## config.mk

```make
export PLATFORM = sky130hd
export DESIGN_NAME = uart_tx_arbiter
export DESIGN_NICKNAME = d
export VERILOG_FILES = /design/src/rtl/uart_arb_pkg.sv /design/src/rtl/rr_pick.sv /design/src/rtl/uart_tx_arbiter.sv
export SDC_FILE = /design/constraint.sdc
export NUM_CORES = 1
export LEC_CHECK = 0
export BUFFER_PORTS_ARGS = -buffer_cell sky130_fd_sc_hd__buf_2
export CORE_MARGIN = 2
export CORE_UTILIZATION = 38
export CTS_CLUSTER_DIAMETER = 80
export CTS_CLUSTER_SIZE = 12
export DETAILED_ROUTE_END_ITERATION = 8
export MAX_ROUTING_LAYER = met4
export PLACE_DENSITY = 0.67
export SETUP_SLACK_MARGIN = 0.2
export SYNTH_ARGS = -nofsm -noshare
export SYNTH_HDL_FRONTEND = slang
export SYNTH_SLANG_ARGS = --single-unit
```

## constraint.sdc

```tcl
create_clock -name CLK -period 2.8 [get_ports CLK]
set_clock_uncertainty 0.15 [all_clocks]
set_input_delay 0.14 -clock CLK [delete_from_list [all_inputs] [get_ports CLK]]
set_output_delay 0.14 -clock CLK [all_outputs]
set_load 0.03 [all_outputs]
```

## src/rtl/uart_arb_pkg.sv

```systemverilog
// Shared constants for the UART transmit arbiter: FSM state encoding and
// start-timeout counter sizing.
package uart_arb_pkg;

  // FSM state encoding (kept as plain constants for legacy compatibility)
  localparam logic [1:0] IDLE      = 2'd0;
  localparam logic [1:0] ISSUE     = 2'd1;
  localparam logic [1:0] WAIT_BUSY = 2'd2;
  localparam logic [1:0] WAIT_DONE = 2'd3;

  // Width of the counter that bounds the wait for TX_BUSY to rise
  localparam int TMO_CNT_W = 4;

  typedef logic [1:0]           arb_state_t;
  typedef logic [TMO_CNT_W-1:0] tmo_cnt_t;

endpackage

```

## src/rtl/rr_pick.sv

```systemverilog
// Combinational round-robin picker: returns the first asserted request at or
// after ptr, wrapping modulo NUM_REQ, as both a one-hot vector and an index.
module rr_pick #(
  parameter int NUM_REQ = 4,
  parameter int IDX_W   = $clog2(NUM_REQ)
) (
  input  logic [NUM_REQ-1:0] req,
  input  logic [IDX_W-1:0]   ptr,
  output logic [NUM_REQ-1:0] grant,
  output logic [IDX_W-1:0]   winner,
  output logic               valid
);

  // One extra bit so ptr + offset never overflows before the wrap
  localparam int                 SUM_W     = IDX_W + 1;
  localparam logic [SUM_W-1:0]   NUM_REQ_S = SUM_W'(NUM_REQ);

  logic [IDX_W-1:0]   cand_idx [NUM_REQ];
  logic [NUM_REQ-1:0] rot_req;

  genvar gi;
  generate
    for (gi = 0; gi < NUM_REQ; gi++) begin : g_rot
      logic [SUM_W-1:0] idx_sum;
      // Candidate gi is the requester sitting gi places after the pointer
      assign idx_sum       = {1'b0, ptr} + SUM_W'(gi);
      assign cand_idx[gi]  = (idx_sum >= NUM_REQ_S) ? IDX_W'(idx_sum - NUM_REQ_S)
                                                    : IDX_W'(idx_sum);
      assign rot_req[gi]   = req[cand_idx[gi]];
    end
  endgenerate

  // Scan candidates from farthest to nearest so the nearest asserted one wins
  always_comb begin
    valid  = |req;
    winner = '0;
    for (int k = NUM_REQ - 1; k >= 0; k--) begin
      if (rot_req[k]) begin
        winner = cand_idx[k];
      end
    end
  end

  generate
    for (gi = 0; gi < NUM_REQ; gi++) begin : g_onehot
      assign grant[gi] = valid && (winner == IDX_W'(gi));
    end
  endgenerate

endmodule

```

## src/rtl/uart_tx_arbiter.sv

```systemverilog
// Shares one UART_TX serializer between NUM_REQ byte producers. A round-robin
// winner's byte and parity settings are latched, handed to the transmitter
// with a one-cycle load strobe, and the frame is tracked via TX_BUSY until it
// completes (DONE) or the transmitter never starts (TIMEOUT_ERR).
module uart_tx_arbiter
  import uart_arb_pkg::*;
#(
  parameter int DATA_WIDTH    = 8,   // must match the UART_TX data width
  parameter int NUM_REQ       = 4,   // 2..8
  parameter int START_TIMEOUT = 4    // 1..15
) (
  input  logic                          CLK,
  input  logic                          RST,
  input  logic [NUM_REQ-1:0]            REQ,
  input  logic [NUM_REQ*DATA_WIDTH-1:0] REQ_DATA,
  input  logic [NUM_REQ-1:0]            REQ_PAR_EN,
  input  logic [NUM_REQ-1:0]            REQ_PAR_TYPE,
  output logic [NUM_REQ-1:0]            GNT,
  output logic [NUM_REQ-1:0]            DONE,
  input  logic                          TX_BUSY,
  output logic [DATA_WIDTH-1:0]         TX_P_DATA,
  output logic                          TX_DATA_VALID,
  output logic                          TX_PAR_EN,
  output logic                          TX_PAR_TYPE,
  output logic [$clog2(NUM_REQ)-1:0]    OWNER,
  output logic                          ACTIVE,
  output logic                          TIMEOUT_ERR
);

  localparam int               IDX_W    = $clog2(NUM_REQ);
  localparam logic [IDX_W-1:0] LAST_IDX = IDX_W'(NUM_REQ - 1);
  localparam tmo_cnt_t         TMO_LAST = TMO_CNT_W'(START_TIMEOUT - 1);

  arb_state_t                state_reg;
  logic [IDX_W-1:0]          ptr_reg;
  tmo_cnt_t                  cnt_reg;
  logic [IDX_W-1:0]          owner_reg;
  logic [NUM_REQ-1:0]        gnt_reg;
  logic [NUM_REQ-1:0]        done_reg;
  logic [DATA_WIDTH-1:0]     data_reg;
  logic                      par_en_reg;
  logic                      par_type_reg;
  logic                      dv_reg;
  logic                      active_reg;
  logic                      tmo_reg;

  logic [NUM_REQ-1:0]        pick_grant;
  logic [IDX_W-1:0]          pick_idx;
  logic                      pick_valid;
  logic [IDX_W-1:0]          ptr_next;
  logic [DATA_WIDTH-1:0]     req_data_arr [NUM_REQ];
  logic [NUM_REQ-1:0]        owner_onehot;

  rr_pick #(
    .NUM_REQ (NUM_REQ),
    .IDX_W   (IDX_W)
  ) u_rr_pick (
    .req    (REQ),
    .ptr    (ptr_reg),
    .grant  (pick_grant),
    .winner (pick_idx),
    .valid  (pick_valid)
  );

  genvar gi;
  generate
    for (gi = 0; gi < NUM_REQ; gi++) begin : g_req
      // Unpack the flat byte bus and decode the owner for the DONE pulse
      assign req_data_arr[gi] = REQ_DATA[gi*DATA_WIDTH +: DATA_WIDTH];
      assign owner_onehot[gi] = (owner_reg == IDX_W'(gi));
    end
  endgenerate

  // Pointer moves one past the winner so it has lowest priority next round
  assign ptr_next = (pick_idx == LAST_IDX) ? '0 : pick_idx + IDX_W'(1);

  // Arbitration / frame-tracking FSM; pulse outputs default low every cycle
  always_ff @(posedge CLK) begin
    if (RST) begin
      state_reg    <= IDLE;
      ptr_reg      <= '0;
      cnt_reg      <= '0;
      owner_reg    <= '0;
      gnt_reg      <= '0;
      done_reg     <= '0;
      data_reg     <= '0;
      par_en_reg   <= 1'b0;
      par_type_reg <= 1'b0;
      dv_reg       <= 1'b0;
      active_reg   <= 1'b0;
      tmo_reg      <= 1'b0;
    end else begin
      gnt_reg  <= '0;
      done_reg <= '0;
      dv_reg   <= 1'b0;
      tmo_reg  <= 1'b0;
      case (state_reg)
        IDLE: begin
          // Never load the serializer while it is still shifting a frame
          if (pick_valid && !TX_BUSY) begin
            data_reg     <= req_data_arr[pick_idx];
            par_en_reg   <= REQ_PAR_EN[pick_idx];
            par_type_reg <= REQ_PAR_TYPE[pick_idx];
            owner_reg    <= pick_idx;
            ptr_reg      <= ptr_next;
            gnt_reg      <= pick_grant;
            dv_reg       <= 1'b1;
            active_reg   <= 1'b1;
            state_reg    <= ISSUE;
          end
        end
        ISSUE: begin
          cnt_reg   <= '0;
          state_reg <= WAIT_BUSY;
        end
        WAIT_BUSY: begin
          if (TX_BUSY) begin
            state_reg <= WAIT_DONE;
          end else if (cnt_reg == TMO_LAST) begin
            tmo_reg    <= 1'b1;
            active_reg <= 1'b0;
            state_reg  <= IDLE;
          end else begin
            cnt_reg <= cnt_reg + TMO_CNT_W'(1);
          end
        end
        WAIT_DONE: begin
          if (!TX_BUSY) begin
            done_reg   <= owner_onehot;
            active_reg <= 1'b0;
            state_reg  <= IDLE;
          end
        end
        default: state_reg <= IDLE;
      endcase
    end
  end

  assign GNT           = gnt_reg;
  assign DONE          = done_reg;
  assign TX_P_DATA     = data_reg;
  assign TX_DATA_VALID = dv_reg;
  assign TX_PAR_EN     = par_en_reg;
  assign TX_PAR_TYPE   = par_type_reg;
  assign OWNER         = owner_reg;
  assign ACTIVE        = active_reg;
  assign TIMEOUT_ERR   = tmo_reg;

endmodule
```

==> impl_metrics.ini <==
[job]
timing.max_cap.violations = 0

[min_path]
hold_path.class = input port to register
holdCritStartpoint = REQ_PAR_EN[3]
min_delay_endpoint = TX_PAR_EN
timing.hold.worst_path_depth = 3

[critical_path]
cp_slowest_stage_delay_ns = 0.46
worst_r2r_path_depth = 6
worstPathArrival_ns = 2.19
critPathKind = register to register
path_delay_family = compound AO/OA/AOI/OAI gates
cp-start-kind = register
critPathBufInv = 1
critPathMaxFanout = 12
r2r_start = state_reg[0]
cp-end-kind = register
crit-reg2reg-capture = TX_P_DATA[6]
cp_cell_sequence = inv_1 -> ha_1 -> or3b_1 -> a211o_1 -> a21o_1 -> o211ai_1
crit_path_top_delay_cell = a211o_1
critical_path_required_ns = 2.85
setup_slack_reg_to_reg_ns = 0.66

[timing]
fin_ws_ns = 0.658
max_freq_ghz = 0.467
grt_setup_unrepaired = no
headroom_to_the_max_slew_limit_pct = 55.7
fin_tns_setup_ns = 0
max_slew.worst_pin.slew_ns = 0.662
setup_violations = 0
slew_viol_final = 0
timing.final.hold_violations = 0
min_period_ns = 2.14
period_share_pct = 76.5

[detailed_routing]
route.detailed.vias_per_inst = 4.95
drt_pass1_iterations = 4
wl_per_cell_um = 12.0
route.detailed.drc = 0
drt-total-wl_um = 3480
ant_nets = 0
dr_total_vias = 1435
drt_iter0_markers = 52

[grt]
global_router_s_overall_resource_usage_pct = 15.9
globalRoute.totalOverflow = 0
grt_antenna_before_repair = 0
grt_pass1_vias = 1108
grt_first_pass_wirelength_um = 5220
grt_max_degree = 18

[final_layout]
antennaDiodeCount = 0
post_route_cells_drive_above_1_share_pct = 36.3
layout.nets = 292
syn_to_final_growth_pct = 33.4
largest_register_ffs = 8

[floorplan]
floorplan.rows = 23
die_area_um2 = 4560
fp.coreArea_um2 = 3940
dieWidth_um = 67.5
ioPinCount = 70
initial_core_util_pct = 38.9
floorplan.die.height_um = 67.5

[cts]
numCtsBuffers = 5
post-cts-setup-buffer-count = 0
cts_tree = yes
clock-root-buffer = clkbuf_8
cts_resized = 0
cts_max_level = 2
holdBufCountCts = 0
clock_sinks = 31
cts.path.max_buffers = 2
clk-insertion-delay-late_ns = 0.28
clk_transition_reported_paths_ns = 0.06

[power_and_ir_drop]
lkg_pwr_nw = 1.02
vdd_ir_drop_max_uv = 284
power_density_nw_per_um2 = 815

[logic_synthesis]
synth_area_per_cell_um2 = 9.23
synth_sequential_area_ratio_pct = 40.5
syn-num-nets = 219
post_synth_inst_count = 166
ys_ff_latch = 31
yosys_warnings = 0
syn_area_um2 = 1530
yosysUniqueCellTypes = 34

[place]
placement.io_buffers = 69
place_hpwl_um = 2680
globalplace.congestion = 0.741
preCtsSetupSlack_ns = 0.677

[run_status]
run_status = finished, final reports clean
## worst register-to-register path, cell delays in order, from the launching register on
cell	delay, ns
dfxtp_1	0.34
inv_1	0.12
ha_1	0.26
or3b_1	0.45
a211o_1	0.46
a21o_1	0.21
o211ai_1	0.08
## layer usage
layer | vias to the layer above | GRT usage (%) | share of wire [%]
met4 | 0 | 6.89 | 1.6
met3 | 6 | 5.17 | 6.0
met1 | 648 | 22.3 | 47
met2 | 39 | 20.6 | 46
met5 | - | - | 0
li1 | 742 | - | -
## layout by cell type (no fill, tap or decap), types with 3 or more instances in the layout
cell      count
inv_1         3
nor2b_1       5
mux2i_1      20
buf_4         4
nor2_1       20
nand2_1      16
clkbuf_8      6
buf_2        69
a211oi_1      3
o21ai_0       4
a21oi_1       9
dfxtp_1      31
nor3_1        7
nor3b_1       3
ha_1          6
o221ai_1      9
## kinds of logic after synthesis
logic type	after synthesis	share of synthesized area, %
XOR/XNOR	2	1.14
flip-flops	31	40.5
AND/OR/NAND/NOR	65	22.3
AO/OA/AOI/OAI	32	14.5
multiplexers	20	13.1
buffers and inverters	10	3.59
adder cells (fa/ha/maj)	6	4.90
## final cells by class
cell class,instances,area (um2)
Clock buffer,6,82.6
Clock inverter,2,35.0
Fill cell,378,1900
Inverter,3,11.3
Multi-Input combinational cell,125,857
Sequential cell,31,621
Tap cell,50,62.6
Timing Repair Buffer,73,375
## worst max-delay path by stage
| stage | cells after the start | end | slack (ns) | start |
|---|---|---|---|---|
| finish | 6 | TX_P_DATA[6] | 0.66 | state_reg[0] |
| global route | 7 | TX_P_DATA[4] | 0.52 | state_reg[0] |
| CTS | 6 | TX_P_DATA[6] | 0.64 | state_reg[0] |
| detailed placement | 6 | TX_P_DATA[6] | 0.68 | state_reg[0] |
| global placement | 6 | TX_P_DATA[6] | 0.73 | state_reg[0] |
| floorplan | 7 | ACTIVE | 0.87 | state_reg[0] |
## cells in the mapped netlist, drive strengths merged
library cell	n	share of area, %
dfxtp	31	40
nor2	21	5.3
mux2i	20	13
nand2	16	3.9
a21oi	9	2.9
o221ai	9	5.1
nor3	7	2.3
ha	6	4.9
nor2b	5	2.0
buf	4	2.1
o21ai	4	1.3
a211oi	3	1.5
clkbuf	3	0.73
inv	3	0.73
nor3b	3	1.5
or3b	3	1.7
a211o	2	1.1
nand3b	2	0.98
nor4	2	1.6
xor2	2	1.1
a21o	1	0.49
a22oi	1	0.49
and2	1	0.41
and3	1	0.41
nand2b	1	0.41
nand3	1	0.33
nand4	1	0.41
nor4b	1	0.98
o211ai	1	0.49
o21bai	1	0.49
o22a	1	0.57
## metrics by stage
step	utilization [%]	instance area, um2	cells	total power, mW	hold slack [ns]
after global routing	51.9	2040	290	1.77	0.0402
after floorplan	-	1530	166	1.06	0.202
after global placement	48.9	1930	282	1.22	0.289
after CTS	51.9	2040	290	1.69	0.0105
final	51.9	2040	290	1.67	0.0153
after detailed placement	48.9	1930	282	1.23	0.296
## power by group
group	switching, mW	total [mW]	internal (mW)	leakage, nW
clock	0.166	0.454	0.288	0.0612
sequential	0.0509	0.571	0.520	0.253
combinational	0.385	0.642	0.257	0.706
Note: power is estimated with default switching activity, not from simulation.
